--- src/rtl/dmem_pkg.sv ---
// rtl/dmem_pkg.sv - shared widths, requester ids and read-pipeline entry for dmem_arbiter
package dmem_pkg;

    localparam int ADDR_W_DEF = 4;
    localparam int DATA_W_DEF = 4;

    typedef enum logic {
        REQ_R0 = 1'b0,
        REQ_R1 = 1'b1
    } req_id_e;

    typedef struct packed {
        logic    valid;
        req_id_e id;
    } rd_entry_t;

endpackage

--- src/rtl/dmem_arbiter_if.sv ---
// rtl/dmem_arbiter_if.sv - requester and data_memory signals of dmem_arbiter
interface dmem_arbiter_if #(
    parameter int ADDR_W = 4,
    parameter int DATA_W = 4
);
    logic              r0_req;
    logic              r0_wren;
    logic [ADDR_W-1:0] r0_addr;
    logic [DATA_W-1:0] r0_data;
    logic              r0_gnt;
    logic              r0_rvalid;
    logic [DATA_W-1:0] r0_rdata;

    logic              r1_req;
    logic              r1_wren;
    logic [ADDR_W-1:0] r1_addr;
    logic [DATA_W-1:0] r1_data;
    logic              r1_gnt;
    logic              r1_rvalid;
    logic [DATA_W-1:0] r1_rdata;

    logic [ADDR_W-1:0] mem_address;
    logic [DATA_W-1:0] mem_data;
    logic              mem_wren;
    logic [DATA_W-1:0] mem_q;

    // Arbiter side.
    modport slave (
        input  r0_req, r0_wren, r0_addr, r0_data,
        output r0_gnt, r0_rvalid, r0_rdata,
        input  r1_req, r1_wren, r1_addr, r1_data,
        output r1_gnt, r1_rvalid, r1_rdata,
        output mem_address, mem_data, mem_wren,
        input  mem_q
    );

    // Requesters plus memory side.
    modport master (
        output r0_req, r0_wren, r0_addr, r0_data,
        input  r0_gnt, r0_rvalid, r0_rdata,
        output r1_req, r1_wren, r1_addr, r1_data,
        input  r1_gnt, r1_rvalid, r1_rdata,
        input  mem_address, mem_data, mem_wren,
        output mem_q
    );
endinterface

--- src/rtl/dmem_rr_arbiter.sv ---
// rtl/dmem_rr_arbiter.sv - 2-way grant logic; DMEM_ARB_FIXED_PRIO_EN selects strict r0 priority
module dmem_rr_arbiter
    import dmem_pkg::*;
(
    input  logic clk,
    input  logic reset,
    input  logic req0,
    input  logic req1,
    output logic gnt0,
    output logic gnt1
);

`ifdef DMEM_ARB_FIXED_PRIO_EN
    logic unused_clk_rst;
    assign unused_clk_rst = clk ^ reset;

    assign gnt0 = req0;
    assign gnt1 = req1 & ~req0;
`else
    // Most recent winner; starting at r1 lets r0 win the first contention.
    req_id_e last_id;

    always_ff @(posedge clk or posedge reset) begin
        if (reset) begin
            last_id <= REQ_R1;
        end else if (gnt0) begin
            last_id <= REQ_R0;
        end else if (gnt1) begin
            last_id <= REQ_R1;
        end
    end

    assign gnt0 = req0 & (~req1 | (last_id == REQ_R1));
    assign gnt1 = req1 & (~req0 | (last_id == REQ_R0));
`endif

endmodule

--- src/rtl/dmem_arbiter.sv ---
// rtl/dmem_arbiter.sv - shares one data_memory between r0/r1, tracks read owners, returns read data
module dmem_arbiter
    import dmem_pkg::*;
#(
    parameter int ADDR_W = ADDR_W_DEF,
    parameter int DATA_W = DATA_W_DEF
) (
    input  logic           clk,
    input  logic           reset,
    dmem_arbiter_if.slave  bus
);

    logic              gnt0;
    logic              gnt1;
    logic              accept;
    req_id_e           win_id;
    logic              sel_wren;
    logic [ADDR_W-1:0] sel_addr;
    logic [DATA_W-1:0] sel_data;
    rd_entry_t         stage1;
    rd_entry_t         stage2;

    dmem_rr_arbiter u_arb (
        .clk   (clk),
        .reset (reset),
        .req0  (bus.r0_req),
        .req1  (bus.r1_req),
        .gnt0  (gnt0),
        .gnt1  (gnt1)
    );

    assign bus.r0_gnt = gnt0;
    assign bus.r1_gnt = gnt1;
    assign accept     = gnt0 | gnt1;
    assign win_id     = gnt1 ? REQ_R1 : REQ_R0;
    assign sel_wren   = gnt1 ? bus.r1_wren : bus.r0_wren;
    assign sel_addr   = gnt1 ? bus.r1_addr : bus.r0_addr;
    assign sel_data   = gnt1 ? bus.r1_data : bus.r0_data;

    always_ff @(posedge clk or posedge reset) begin
        if (reset) begin
            bus.mem_address <= '0;
            bus.mem_data    <= '0;
            bus.mem_wren    <= 1'b0;
            stage1          <= '{valid: 1'b0, id: REQ_R0};
            stage2          <= '{valid: 1'b0, id: REQ_R0};
            bus.r0_rvalid   <= 1'b0;
            bus.r0_rdata    <= '0;
            bus.r1_rvalid   <= 1'b0;
            bus.r1_rdata    <= '0;
        end else begin
            // Address/data hold across idle cycles; only wren drops.
            if (accept) begin
                bus.mem_address <= sel_addr;
                bus.mem_data    <= sel_data;
                bus.mem_wren    <= sel_wren;
            end else begin
                bus.mem_wren    <= 1'b0;
            end

            stage1 <= '{valid: accept & ~sel_wren, id: win_id};
            stage2 <= stage1;

            // stage2 lines up with mem_q, which the memory produced one edge earlier.
            bus.r0_rvalid <= stage2.valid & (stage2.id == REQ_R0);
            bus.r1_rvalid <= stage2.valid & (stage2.id == REQ_R1);
            if (stage2.valid && stage2.id == REQ_R0) begin
                bus.r0_rdata <= bus.mem_q;
            end
            if (stage2.valid && stage2.id == REQ_R1) begin
                bus.r1_rdata <= bus.mem_q;
            end
        end
    end

endmodule

--- src/flat_wrapper.sv ---
// flat-port wrapper written by rule: the top's interface ports become plain ports
module dmem_arbiter_flat import dmem_pkg::*;
#(
    parameter int ADDR_W = ADDR_W_DEF,
    parameter int DATA_W = DATA_W_DEF
)
  (clk, reset, bus_r0_req, bus_r0_wren, bus_r0_addr, bus_r0_data, bus_r0_gnt, bus_r0_rvalid, bus_r0_rdata, bus_r1_req, bus_r1_wren, bus_r1_addr, bus_r1_data, bus_r1_gnt, bus_r1_rvalid, bus_r1_rdata, bus_mem_address, bus_mem_data, bus_mem_wren, bus_mem_q);
  dmem_arbiter_if #(.ADDR_W(ADDR_W), .DATA_W(DATA_W)) bus_i ();
  input  logic clk;
  input  logic reset;
  input wire logic [$bits(bus_i.r0_req)-1:0] bus_r0_req;
  input wire logic [$bits(bus_i.r0_wren)-1:0] bus_r0_wren;
  input wire logic [$bits(bus_i.r0_addr)-1:0] bus_r0_addr;
  input wire logic [$bits(bus_i.r0_data)-1:0] bus_r0_data;
  output wire logic [$bits(bus_i.r0_gnt)-1:0] bus_r0_gnt;
  output wire logic [$bits(bus_i.r0_rvalid)-1:0] bus_r0_rvalid;
  output wire logic [$bits(bus_i.r0_rdata)-1:0] bus_r0_rdata;
  input wire logic [$bits(bus_i.r1_req)-1:0] bus_r1_req;
  input wire logic [$bits(bus_i.r1_wren)-1:0] bus_r1_wren;
  input wire logic [$bits(bus_i.r1_addr)-1:0] bus_r1_addr;
  input wire logic [$bits(bus_i.r1_data)-1:0] bus_r1_data;
  output wire logic [$bits(bus_i.r1_gnt)-1:0] bus_r1_gnt;
  output wire logic [$bits(bus_i.r1_rvalid)-1:0] bus_r1_rvalid;
  output wire logic [$bits(bus_i.r1_rdata)-1:0] bus_r1_rdata;
  output wire logic [$bits(bus_i.mem_address)-1:0] bus_mem_address;
  output wire logic [$bits(bus_i.mem_data)-1:0] bus_mem_data;
  output wire logic [$bits(bus_i.mem_wren)-1:0] bus_mem_wren;
  input wire logic [$bits(bus_i.mem_q)-1:0] bus_mem_q;
  assign bus_i.r0_req = bus_r0_req;
  assign bus_i.r0_wren = bus_r0_wren;
  assign bus_i.r0_addr = bus_r0_addr;
  assign bus_i.r0_data = bus_r0_data;
  assign bus_r0_gnt = bus_i.r0_gnt;
  assign bus_r0_rvalid = bus_i.r0_rvalid;
  assign bus_r0_rdata = bus_i.r0_rdata;
  assign bus_i.r1_req = bus_r1_req;
  assign bus_i.r1_wren = bus_r1_wren;
  assign bus_i.r1_addr = bus_r1_addr;
  assign bus_i.r1_data = bus_r1_data;
  assign bus_r1_gnt = bus_i.r1_gnt;
  assign bus_r1_rvalid = bus_i.r1_rvalid;
  assign bus_r1_rdata = bus_i.r1_rdata;
  assign bus_mem_address = bus_i.mem_address;
  assign bus_mem_data = bus_i.mem_data;
  assign bus_mem_wren = bus_i.mem_wren;
  assign bus_i.mem_q = bus_mem_q;
  dmem_arbiter #(.ADDR_W(ADDR_W), .DATA_W(DATA_W)) u_core (.clk(clk), .reset(reset), .bus(bus_i));
endmodule
--- config.mk ---
export PLATFORM = sky130hd
export DESIGN_NAME = dmem_arbiter_flat
export DESIGN_NICKNAME = d
export VERILOG_FILES = /design/src/rtl/dmem_pkg.sv /design/src/rtl/dmem_arbiter_if.sv /design/src/rtl/dmem_rr_arbiter.sv /design/src/rtl/dmem_arbiter.sv /design/src/flat_wrapper.sv
export SDC_FILE = /design/constraint.sdc
export NUM_CORES = 1
export LEC_CHECK = 0
export BUFFER_PORTS_ARGS = -buffer_cell sky130_fd_sc_hd__buf_2
export CORE_MARGIN = 3
export CORE_UTILIZATION = 44
export DETAILED_ROUTE_END_ITERATION = 7
export GPL_TIMING_DRIVEN = 0
export HOLD_SLACK_MARGIN = 0.1
export PLACE_DENSITY = 0.78
export SLEW_MARGIN = 0
export SYNTH_ARGS = -nofsm -noshare
export SYNTH_HDL_FRONTEND = slang
export SYNTH_SLANG_ARGS = --single-unit
--- constraint.sdc ---
create_clock -name clk -period 1.46 [get_ports clk]
set_input_delay 0.146 -clock clk [delete_from_list [all_inputs] [get_ports clk]]
set_output_delay 0.146 -clock clk [all_outputs]
set_load 0.02 [all_outputs]
==> results of run 1 <==
[worst max-delay path: cells and delay by family, from the launching register on]
kind,cells,cell delay (ns)
flip-flops,1,0.59
buffers and inverters,3,0.29
AO/OA/AOI/OAI,1,0.07
[registers in the layout (all words and copies together), names as in the netlist]
register                count
u_core.bus.mem_address      4
u_core.bus.mem_data         4
u_core.bus.r0_rdata         4
u_core.bus.r1_rdata         4
u_core.stage1               2
u_core.stage2               2
u_core.bus.mem_wren         1
u_core.bus.r0_rvalid        1
u_core.bus.r1_rvalid        1
u_core.u_arb.last_id        1
[per-layer routing]
metal,up-vias,share of wire (%)
met1,403,40
li1,429,-
met4,0,1.1
met2,39,53
met3,4,5.9
met5,-,0
[power groups by stage]
stage               Sequential [mW]  Clock [mW]  Combinational (mW)
finish                        0.829       0.344               0.563
global placement              0.841           0               0.452
CTS                           0.828       0.351               0.525
global route                  0.841       0.376               0.604
floorplan                     0.967           0               0.162
detailed placement            0.845           0               0.465
[Yosys cell counts]
| library cell | number |
|---|---|
| dfrtp_1 | 23 |
| mux2_2 | 8 |
| a31oi_1 | 5 |
| and3_1 | 5 |
| mux2i_1 | 5 |
| o21ai_1 | 5 |
| inv_1 | 4 |
| o221a_1 | 3 |
| or3_1 | 3 |
| inv_2 | 2 |
| nand2_1 | 2 |
| a21boi_0 | 1 |
| a32o_1 | 1 |
| buf_2 | 1 |
| buf_4 | 1 |
| clkbuf_1 | 1 |
| dfstp_2 | 1 |
| nand2_2 | 1 |
| nor2b_1 | 1 |
| o21ai_2 | 1 |
| o22ai_1 | 1 |
[kinds of logic (layout without fill, tap and decap cells)]
kind of cell	Yosys count	in the layout	share of synthesized area, %
compound gates	17	17	12.60
simple gates	12	12	7.199
buf+inv	9	85	3.984
mux	13	13	14.40
flops	24	24	61.83
[stage by stage]
step / worst slack (ns) / util [%]
after floorplan: 0.3869 / -
after global placement: 0.1783 / 61.20
after detailed placement: 0.1663 / 61.20
after CTS: 0.009628 / 72.28
after global routing: -0.02024 / 76.11
final: 0.04088 / 76.11
[worst paths after layout]
check                                startpoint                      to  slack [ns]  cells past startpoint
max in group asynchronous                 reset        u_core.stage2[0]        0.39                      3
min reg2reg                    u_core.stage1[1]        u_core.stage2[1]        0.37                      0
min                              bus_r1_data[1]  u_core.bus.mem_data[1]        0.11                      2
max reg2reg                u_core.u_arb.last_id    u_core.u_arb.last_id        0.24                      4
min in group asynchronous                 reset  u_core.bus.r1_rdata[2]        0.54                      3
max                        u_core.u_arb.last_id              bus_r0_gnt        0.04                      4
[final cells by class]
class / count / share of cell area, %
buffer: 3 / 1.057
clock buffer: 4 / 2.358
inverter: 6 / 1.463
multi-input combinational: 42 / 22.93
sequential: 24 / 39.11
tap: 27 / 2.195
timing repair buffer: 72 / 30.89
[timing repair]
action / in CTS / in global routing
endpoints found under the setup margin: 1 / 2
endpoints found under the hold margin: 41 / 1
hold buffers: 15 / 1
setup buffers: 2 / 8
gates cloned: 0 / 0
pin swaps: 0 / 1
resized for setup: 5 / 2
==> results.sh, run 1 <==
export IMPL_multi_input_area_sq_um=352.8
export IMPL_coreArea_sq_um=2022
export IMPL_antenna_found_initial=0
export IMPL_skew_ns=0.006765
export IMPL_worst_slew_pin_transition_ns=0.8638
export IMPL_cp_data_arrival_time_ns=1.27
export IMPL_grt_use_total_pct=17.91
export IMPL_dpl_hpwl_um=1547
export IMPL_clock_tree_buffer_depth=2
export IMPL_grt_busiest_layer="met2"
export IMPL_grt_pass1_wl_um=3636
export IMPL_hold_violations=0
export IMPL_final_cell_mix="46 x buf_2, 23 x dfrtp_1, 16 x dlygate4sd3_1"
export IMPL_pwr_share_seq_pct=47.8
export IMPL_drive_above_1_share_pct=50.33
export IMPL_io_pins=47
export IMPL_first_pass_iters=4
export IMPL_clock_latency_ns=0.31
export IMPL_crit_slowest_cell="dfstp_2"
export IMPL_fin_hold_ws_ns=0.1104
export IMPL_power_density_nw_per_um2=1128
export IMPL_synthesis_nets=101
export IMPL_met1_usage_pct=21.52
export IMPL_final_common_cell="buf_2"
export IMPL_dpl_cell_count=148
export IMPL_setup_viol=0
export IMPL_status="finished clean"
export IMPL_tritoncts="yes"
export IMPL_wl_um=2515
export IMPL_port_buffers=46
export IMPL_p_sw_mw=0.5452
export IMPL_drc_errors=0
export IMPL_clk_pin_slew_ns=0.13
export IMPL_crit_path_end_kind="output pin"
export IMPL_period_share_pct=97.20
export IMPL_viasPerCell=4.916
export IMPL_synth_top_area_cell="dfrtp_1"
export IMPL_dieArea_sq_um=2813
export IMPL_crit_path_start_kind="flip-flop"
export IMPL_irDropWorstVdd_mv=0.7895
export IMPL_slowest_delay_ns=0.59
export IMPL_synth_area_leaders="dfrtp_1 59%, mux2_2 9.3%, mux2i_1 5.1%, o221a_1 3.5%, a31oi_1 3.2%"
export IMPL_syn_avg_cell_area_sq_um=12.98
export IMPL_rsz0062_at_grt="yes"
export IMPL_h_tree_depth=1
export IMPL_grt_util_met3_pct=2.817
export IMPL_die_x_um=53.04
export IMPL_cts_root_buf="clkbuf_4"
export IMPL_grt_max_degree=25
export IMPL_regArea_sq_um=601.8
export IMPL_clock_fmax_mhz=704.7
export IMPL_drt_initial_drc_count=7
export IMPL_path_max_fanout=5
export IMPL_finalMaxSlewViolations=0
export IMPL_slew_headroom_pct=42.35
export IMPL_yosysTopAreaCellShare_pct=59.13
export IMPL_initial_core_util_pct=48.14
export IMPL_fin_area_sq_um=1539
export IMPL_crit_chain="buf_6 -> o21ai_4 -> inv_2 -> buf_6"
export IMPL_clock_sinks=24
export IMPL_rows=16
export IMPL_grt_util_met2_pct=30.79
export IMPL_gp_congestion=0.7231
export IMPL_wl_per_cell_um=14.13
export IMPL_grt_remaining_overflow=0
export IMPL_timing_critical_path_mode_cell="buf_6"
export IMPL_cp_required_ns=1.31
export IMPL_power_total_mw=1.736
export IMPL_antenna_cells=0
export IMPL_ys_ff_latch=24
export IMPL_synth_area_sq_um=973.4
export IMPL_fill_cells=125
export IMPL_min_path_type="in2reg"
export IMPL_synth_warnings=0
export IMPL_final_cells=178
export IMPL_timing_setup_tns_ns=0
export IMPL_fin_nets=178
export IMPL_via_count=875
export IMPL_p_leak_nw=0.7930
export IMPL_drv_cap=0
export IMPL_switching_share_pct=31.41
export IMPL_power_frac_comb_pct=32.4
export IMPL_place_area_sq_um=1237
export IMPL_synthCells=75
export IMPL_areaGrowthSynthToFinish_pct=58.10
export IMPL_power_frac_clock_pct=19.8
export IMPL_numCtsBuffers=3
export IMPL_critical_path_class="reg2out"
export IMPL_chipHeight_um=53.04
export IMPL_ys_seq_area_share_pct=61.83
export IMPL_grt_pass1_vias=835
export IMPL_min_period_ns=1.419
export IMPL_internal_power_mw=1.191
export IMPL_ys_types=21
export IMPL_detail_route_antenna_nets=0
Power figures use the tool's default switching activity.
==> run 2: changes to the inputs <==
Settings changed: SYNTH_HIERARCHICAL from default to 1.
==> results.sh, run 2 <==
export IMPL_numCtsBuffers=3
export IMPL_drv_cap=0
export IMPL_h_tree_depth=1
export IMPL_drive_above_1_share_pct=45.83
export IMPL_ys_types=15
export IMPL_rsz0062_at_grt="yes"
export IMPL_gp_congestion=0.6919
export IMPL_async_reset_ff_share_pct=100.0
export IMPL_drc_errors=0
export IMPL_final_common_cell="buf_2"
export IMPL_synth_warnings=6
export IMPL_power_frac_clock_pct=17.0
export IMPL_fill_cells=150
export IMPL_pwr_share_seq_pct=49.5
export IMPL_cts_setup_buffers=0
export IMPL_via_count=822
export IMPL_chipHeight_um=53.37
export IMPL_detail_route_antenna_nets=0
export IMPL_wl_per_cell_um=13.42
export IMPL_finalMaxSlewViolations=0
export IMPL_syn_avg_cell_area_sq_um=12.99
export IMPL_viasPerCell=4.807
export IMPL_dpl_hpwl_um=1487
export IMPL_initial_core_util_pct=48.35
export IMPL_synthCells=76
export IMPL_power_density_nw_per_um2=1170
export IMPL_clock_tree_buffer_depth=2
export IMPL_clock_latency_ns=0.31
export IMPL_antenna_cells=0
export IMPL_wl_um=2294
export IMPL_yosysTopAreaCellShare_pct=58.30
export IMPL_worst_slew_pin_transition_ns=0.8416
export IMPL_synthesis_nets=102
export IMPL_switching_share_pct=32.06
export IMPL_grt_remaining_overflow=0
export IMPL_path_max_fanout=3
export IMPL_die_x_um=53.37
export IMPL_fin_nets=171
export IMPL_rows=16
export IMPL_dieArea_sq_um=2848
export IMPL_final_cell_mix="46 x buf_2, 23 x dfrtp_1, 17 x dlygate4sd3_1"
export IMPL_io_pins=47
export IMPL_coreArea_sq_um=2042
export IMPL_fin_hold_ws_ns=0.1308
export IMPL_setup_viol=0
export IMPL_min_period_ns=1.416
export IMPL_slew_headroom_pct=43.83
export IMPL_irDropWorstVdd_mv=0.8011
export IMPL_cp_data_arrival_time_ns=1.27
export IMPL_final_cells=171
export IMPL_tritoncts="yes"
export IMPL_dpl_cell_count=149
export IMPL_synth_edff_count=0
export IMPL_hold_violations=0
export IMPL_min_path_type="in2reg"
export IMPL_synth_top_flop_cell="dfrtp_1"
export IMPL_ys_ff_latch=24
export IMPL_p_leak_nw=0.7981
export IMPL_power_frac_comb_pct=33.5
export IMPL_critical_path_class="reg2out"
export IMPL_grt_pass1_wl_um=3519
export IMPL_clock_fmax_mhz=706.1
export IMPL_first_pass_iters=4
export IMPL_yosys_top_cells_count="23 x dfrtp_1, 10 x o21ai_0, 9 x nand2_1, 8 x mux2_4, 8 x mux2i_1"
export IMPL_grt_pass1_vias=857
export IMPL_p_sw_mw=0.5529
export IMPL_synth_area_sq_um=987.2
export IMPL_yosysMostFrequentCell="dfrtp_1"
export IMPL_internal_power_mw=1.172
export IMPL_synth_top_area_cell="dfrtp_1"
export IMPL_clock_sinks=24
export IMPL_crit_path_start_kind="flip-flop"
export IMPL_skew_ns=0.009597
export IMPL_grt_max_degree=24
export IMPL_port_buffers=46
export IMPL_synth_area_leaders="dfrtp_1 58%, mux2_4 12%, mux2i_1 8.1%, o21ai_0 5.1%, nand2_1 3.4%"
export IMPL_status="finished clean"
export IMPL_ys_seq_area_share_pct=60.96
export IMPL_antenna_found_initial=0
export IMPL_areaGrowthSynthToFinish_pct=49.30
export IMPL_cts_root_buf="clkbuf_4"
export IMPL_crit_path_end_kind="output pin"
export IMPL_cp_required_ns=1.31
export IMPL_clk_pin_slew_ns=0.13
export IMPL_drt_initial_drc_count=18
export IMPL_period_share_pct=97.01
export IMPL_grt_use_total_pct=17.12
## run 2: changes by cell type after synthesis, sizes merged, moves of 3 or more
cell,previous run,this run
and3,5,0
o21ai,6,10
o221a,3,0
nand2b,0,3
a31oi,5,0
mux2i,5,8
or3,3,0
nand2,3,10
## run 2: kinds of logic (layout without fill, tap and decap cells)
logic type | after synthesis | in the layout | share of synthesized area [%]
mux | 16 | 16 | 20.28
simple gates | 14 | 14 | 7.858
compound gates | 12 | 12 | 6.465
flops | 24 | 24 | 60.96
buf+inv | 10 | 78 | 4.437
## run 2: final timing paths
path	start	end	slack, ns	depth (start not counted)
max	u_core/u_arb/last_id	bus_r0_gnt	0.04	3
min	bus_r0_data[1]	u_core/bus.mem_data[1]	0.13	3
max reg2reg	u_core/u_arb/last_id	u_core/bus.mem_address[3]	0.05	5
min reg2reg	u_core/stage1[0]	u_core/stage2[0]	0.36	0
max in group asynchronous	reset	u_core/stage2[1]	0.39	3
min in group asynchronous	reset	u_core/u_arb/last_id	0.37	3
## run 2: worst max-delay path, cell delays in order, from the launching register on
cell	delay (ns)
dfstp_2	0.57
nand2b_1	0.12
and2_4	0.17
buf_6	0.11
## run 2: final cells by class
type	count	area, sq um	area share [%]
flip-flops and latches	24	601.8	40.83
multi-input cells	42	347.8	23.60
repair buffers	64	411.6	27.93
plain buffers	3	26.28	1.783
inverters	7	26.28	1.783
well taps	27	33.78	2.292
clock buffers	4	26.28	1.783
## run 2: what timing repair did
item | 4_1_cts | 5_1_grt
gates resized for setup | 0 | 7
hold buffers | 17 | 0
hold endpoints to repair | 44 | 0
setup endpoints to repair | 0 | 10
## run 2: layer usage
layer	global-route usage, %	up-vias	part of all wire, %
met2	31.63	47	50
met1	19.46	383	40
met5	0	-	0
met4	5.106	0	0.83
li1	-	390	-
met3	3.380	2	9.3
## run 2: power groups by stage
stage	clock network [mW]	registers [mW]	logic, mW
2_1_floorplan	0	0.993	0.207
3_3_place_gp	0	0.854	0.516
3_5_place_dp	0	0.864	0.525
4_1_cts	0.306	0.852	0.566
5_1_grt	0.326	0.863	0.620
6_report	0.293	0.853	0.578
## run 2: metrics by stage
stage / util, % / total power, mW / setup WS (ns) / area [sq um] / TNS [ns]
4_1_cts: 70.89 / 1.723 / 0.007786 / 1448 / 0
3_5_place_dp: 61.27 / 1.389 / 0.04304 / 1251 / 0
5_1_grt: 72.18 / 1.810 / -0.009301 / 1474 / -0.01387
2_1_floorplan: - / 1.200 / 0.006189 / 987.2 / 0
6_report: 72.18 / 1.725 / 0.04369 / 1474 / 0
3_3_place_gp: 61.27 / 1.370 / 0.1015 / 1251 / 0
==> run 3: changes to the inputs <==
Settings changed: CTS_BUF_LIST from default to sky130_fd_sc_hd__clkbuf_16.
==> results.sh, run 3 (synthesis results as in run 2) <==
export IMPL_path_max_fanout=5
export IMPL_chipHeight_um=53.37
export IMPL_first_pass_iters=4
export IMPL_worstSetupStartpoint="u_core/u_arb/last_id"
export IMPL_final_common_cell="buf_2"
export IMPL_reg2reg_from="u_core/u_arb/last_id"
export IMPL_areaGrowthSynthToFinish_pct=43.22
export IMPL_rows=16
export IMPL_power_frac_clock_pct=28.9
export IMPL_switching_share_pct=28.85
export IMPL_rrSetupSlack_ns=0.07
export IMPL_r2r_end="u_core/bus.mem_address[3]"
export IMPL_cp_data_arrival_time_ns=1.53
export IMPL_p_leak_nw=0.7806
export IMPL_power_frac_comb_pct=27.8
export IMPL_drv_cap=0
export IMPL_final_cell_mix="48 x buf_2, 23 x dfrtp_1, 10 x o21ai_0"
export IMPL_crit_path_end_kind="flip-flop"
export IMPL_grt_max_degree=24
export IMPL_h_tree_depth=1
export IMPL_coreArea_sq_um=2042
export IMPL_power_density_nw_per_um2=1398
export IMPL_drc_errors=0
export IMPL_antenna_found_initial=0
export IMPL_wl_per_cell_um=13.76
export IMPL_worst_slew_pin_transition_ns=0.8358
export IMPL_drt_initial_drc_count=17
export IMPL_setup_viol=0
export IMPL_grt_remaining_overflow=0
export IMPL_port_buffers=46
export IMPL_timing_setup_tns_ns=0
export IMPL_crit_path_start_kind="flip-flop"
export IMPL_clk_pin_slew_ns=0.06
export IMPL_dieArea_sq_um=2848
export IMPL_irDropWorstVdd_mv=0.8401
export IMPL_clock_tree_buffer_depth=2
export IMPL_fin_hold_ws_ns=0.1114
export IMPL_grt_use_total_pct=17.32
export IMPL_cp_required_ns=1.59
export IMPL_grt_pass1_wl_um=3456
export IMPL_clock_latency_ns=0.25
export IMPL_slew_headroom_pct=44.22
export IMPL_skew_ns=0.004573
export IMPL_min_path_type="in2reg"
export IMPL_gp_congestion=0.6919
export IMPL_clock_fmax_mhz=717.5
export IMPL_tritoncts="yes"
export IMPL_rsz0062_at_grt="no"
export IMPL_clock_sinks=24
export IMPL_critical_path_class="reg2reg"
export IMPL_antenna_cells=0
export IMPL_io_pins=47
export IMPL_wl_um=2216
export IMPL_fin_nets=161
export IMPL_internal_power_mw=1.407
export IMPL_cts_root_buf="clkbuf_16"
export IMPL_status="finished clean"
export IMPL_viasPerCell=4.783
export IMPL_numCtsBuffers=3
export IMPL_period_share_pct=95.46
export IMPL_die_x_um=53.37
export IMPL_finalMaxSlewViolations=0
export IMPL_rr_worst_depth=5
export IMPL_p_sw_mw=0.5703
export IMPL_endpoint="u_core/bus.mem_address[3]"
export IMPL_dpl_hpwl_um=1487
export IMPL_grt_pass1_vias=781
export IMPL_via_count=770
export IMPL_hold_violations=0
export IMPL_pwr_share_seq_pct=43.3
export IMPL_drive_above_1_share_pct=48.51
export IMPL_detail_route_antenna_nets=0
export IMPL_initial_core_util_pct=48.35
export IMPL_min_period_ns=1.394
[run 3: worst min-delay path by stage]
stage / cells past startpoint / slack, ns / from / endpoint
floorplan: 1 / 0.04 / reset / u_core/u_arb/last_id
global placement: 2 / 0.15 / reset / u_core/u_arb/last_id
detailed placement: 2 / 0.15 / reset / u_core/u_arb/last_id
CTS: 3 / 0.11 / bus_r1_addr[1] / u_core/bus.mem_address[1]
global route: 3 / 0.13 / bus_r1_addr[2] / u_core/bus.mem_address[2]
finish: 3 / 0.11 / bus_r1_addr[1] / u_core/bus.mem_address[1]
[run 3: critical path, stage by stage (launching register included)]
cell	delay, ns
dfstp_2	0.54
nand2b_1	0.12
and2_4	0.16
buf_6	0.13
mux2i_1	0.23
o21ai_0	0.10
[run 3: metrics by stage]
step | power (mW) | std cells | util [%] | worst slack (ns) | cell area, sq um
2_1_floorplan | 1.200 | 76 | - | 0.006189 | 987.2
3_3_place_gp | 1.370 | 149 | 61.27 | 0.1015 | 1251
3_5_place_dp | 1.389 | 149 | 61.27 | 0.04304 | 1251
4_1_cts | 1.991 | 160 | 68.57 | 0.04104 | 1400
5_1_grt | 2.064 | 161 | 69.24 | 0.01408 | 1414
6_report | 1.977 | 161 | 69.24 | 0.06633 | 1414
[run 3: layout make-up]
type                    instances  area (sq um)
fillers                       168         628.1
flip-flops and latches         24         601.8
multi-input cells              42         344.1
repair buffers                 54         307.8
clock buffers                   3         75.07
well taps                      27         33.78
inverters                       7         26.28
plain buffers                   3         21.27
clock inverters                 1         3.754
[run 3: routing by layer]
layer / vias up / GRT usage [%] / routed length [um]
met1: 357 / 21.15 / 891
li1: 365 / - / -
met3: 0 / 2.254 / 216
met2: 48 / 29.39 / 1109
met4: 0 / 8.936 / 0
met5: - / 0 / 0
[run 3: power groups by stage]
stage          sequential, mW  combinational, mW  clock, mW
2_1_floorplan           0.993              0.207          0
3_3_place_gp            0.854              0.516          0
3_5_place_dp            0.864              0.525          0
4_1_cts                 0.854              0.542      0.595
5_1_grt                 0.866              0.589      0.609
6_report                0.856              0.550      0.571
[run 3: timing repair]
action / CTS / global route
hold endpoints to repair: 18 / 0
setup endpoints to repair: 0 / 7
resized for setup: 0 / 3
hold buffers: 7 / 0
setup buffers: 0 / 0
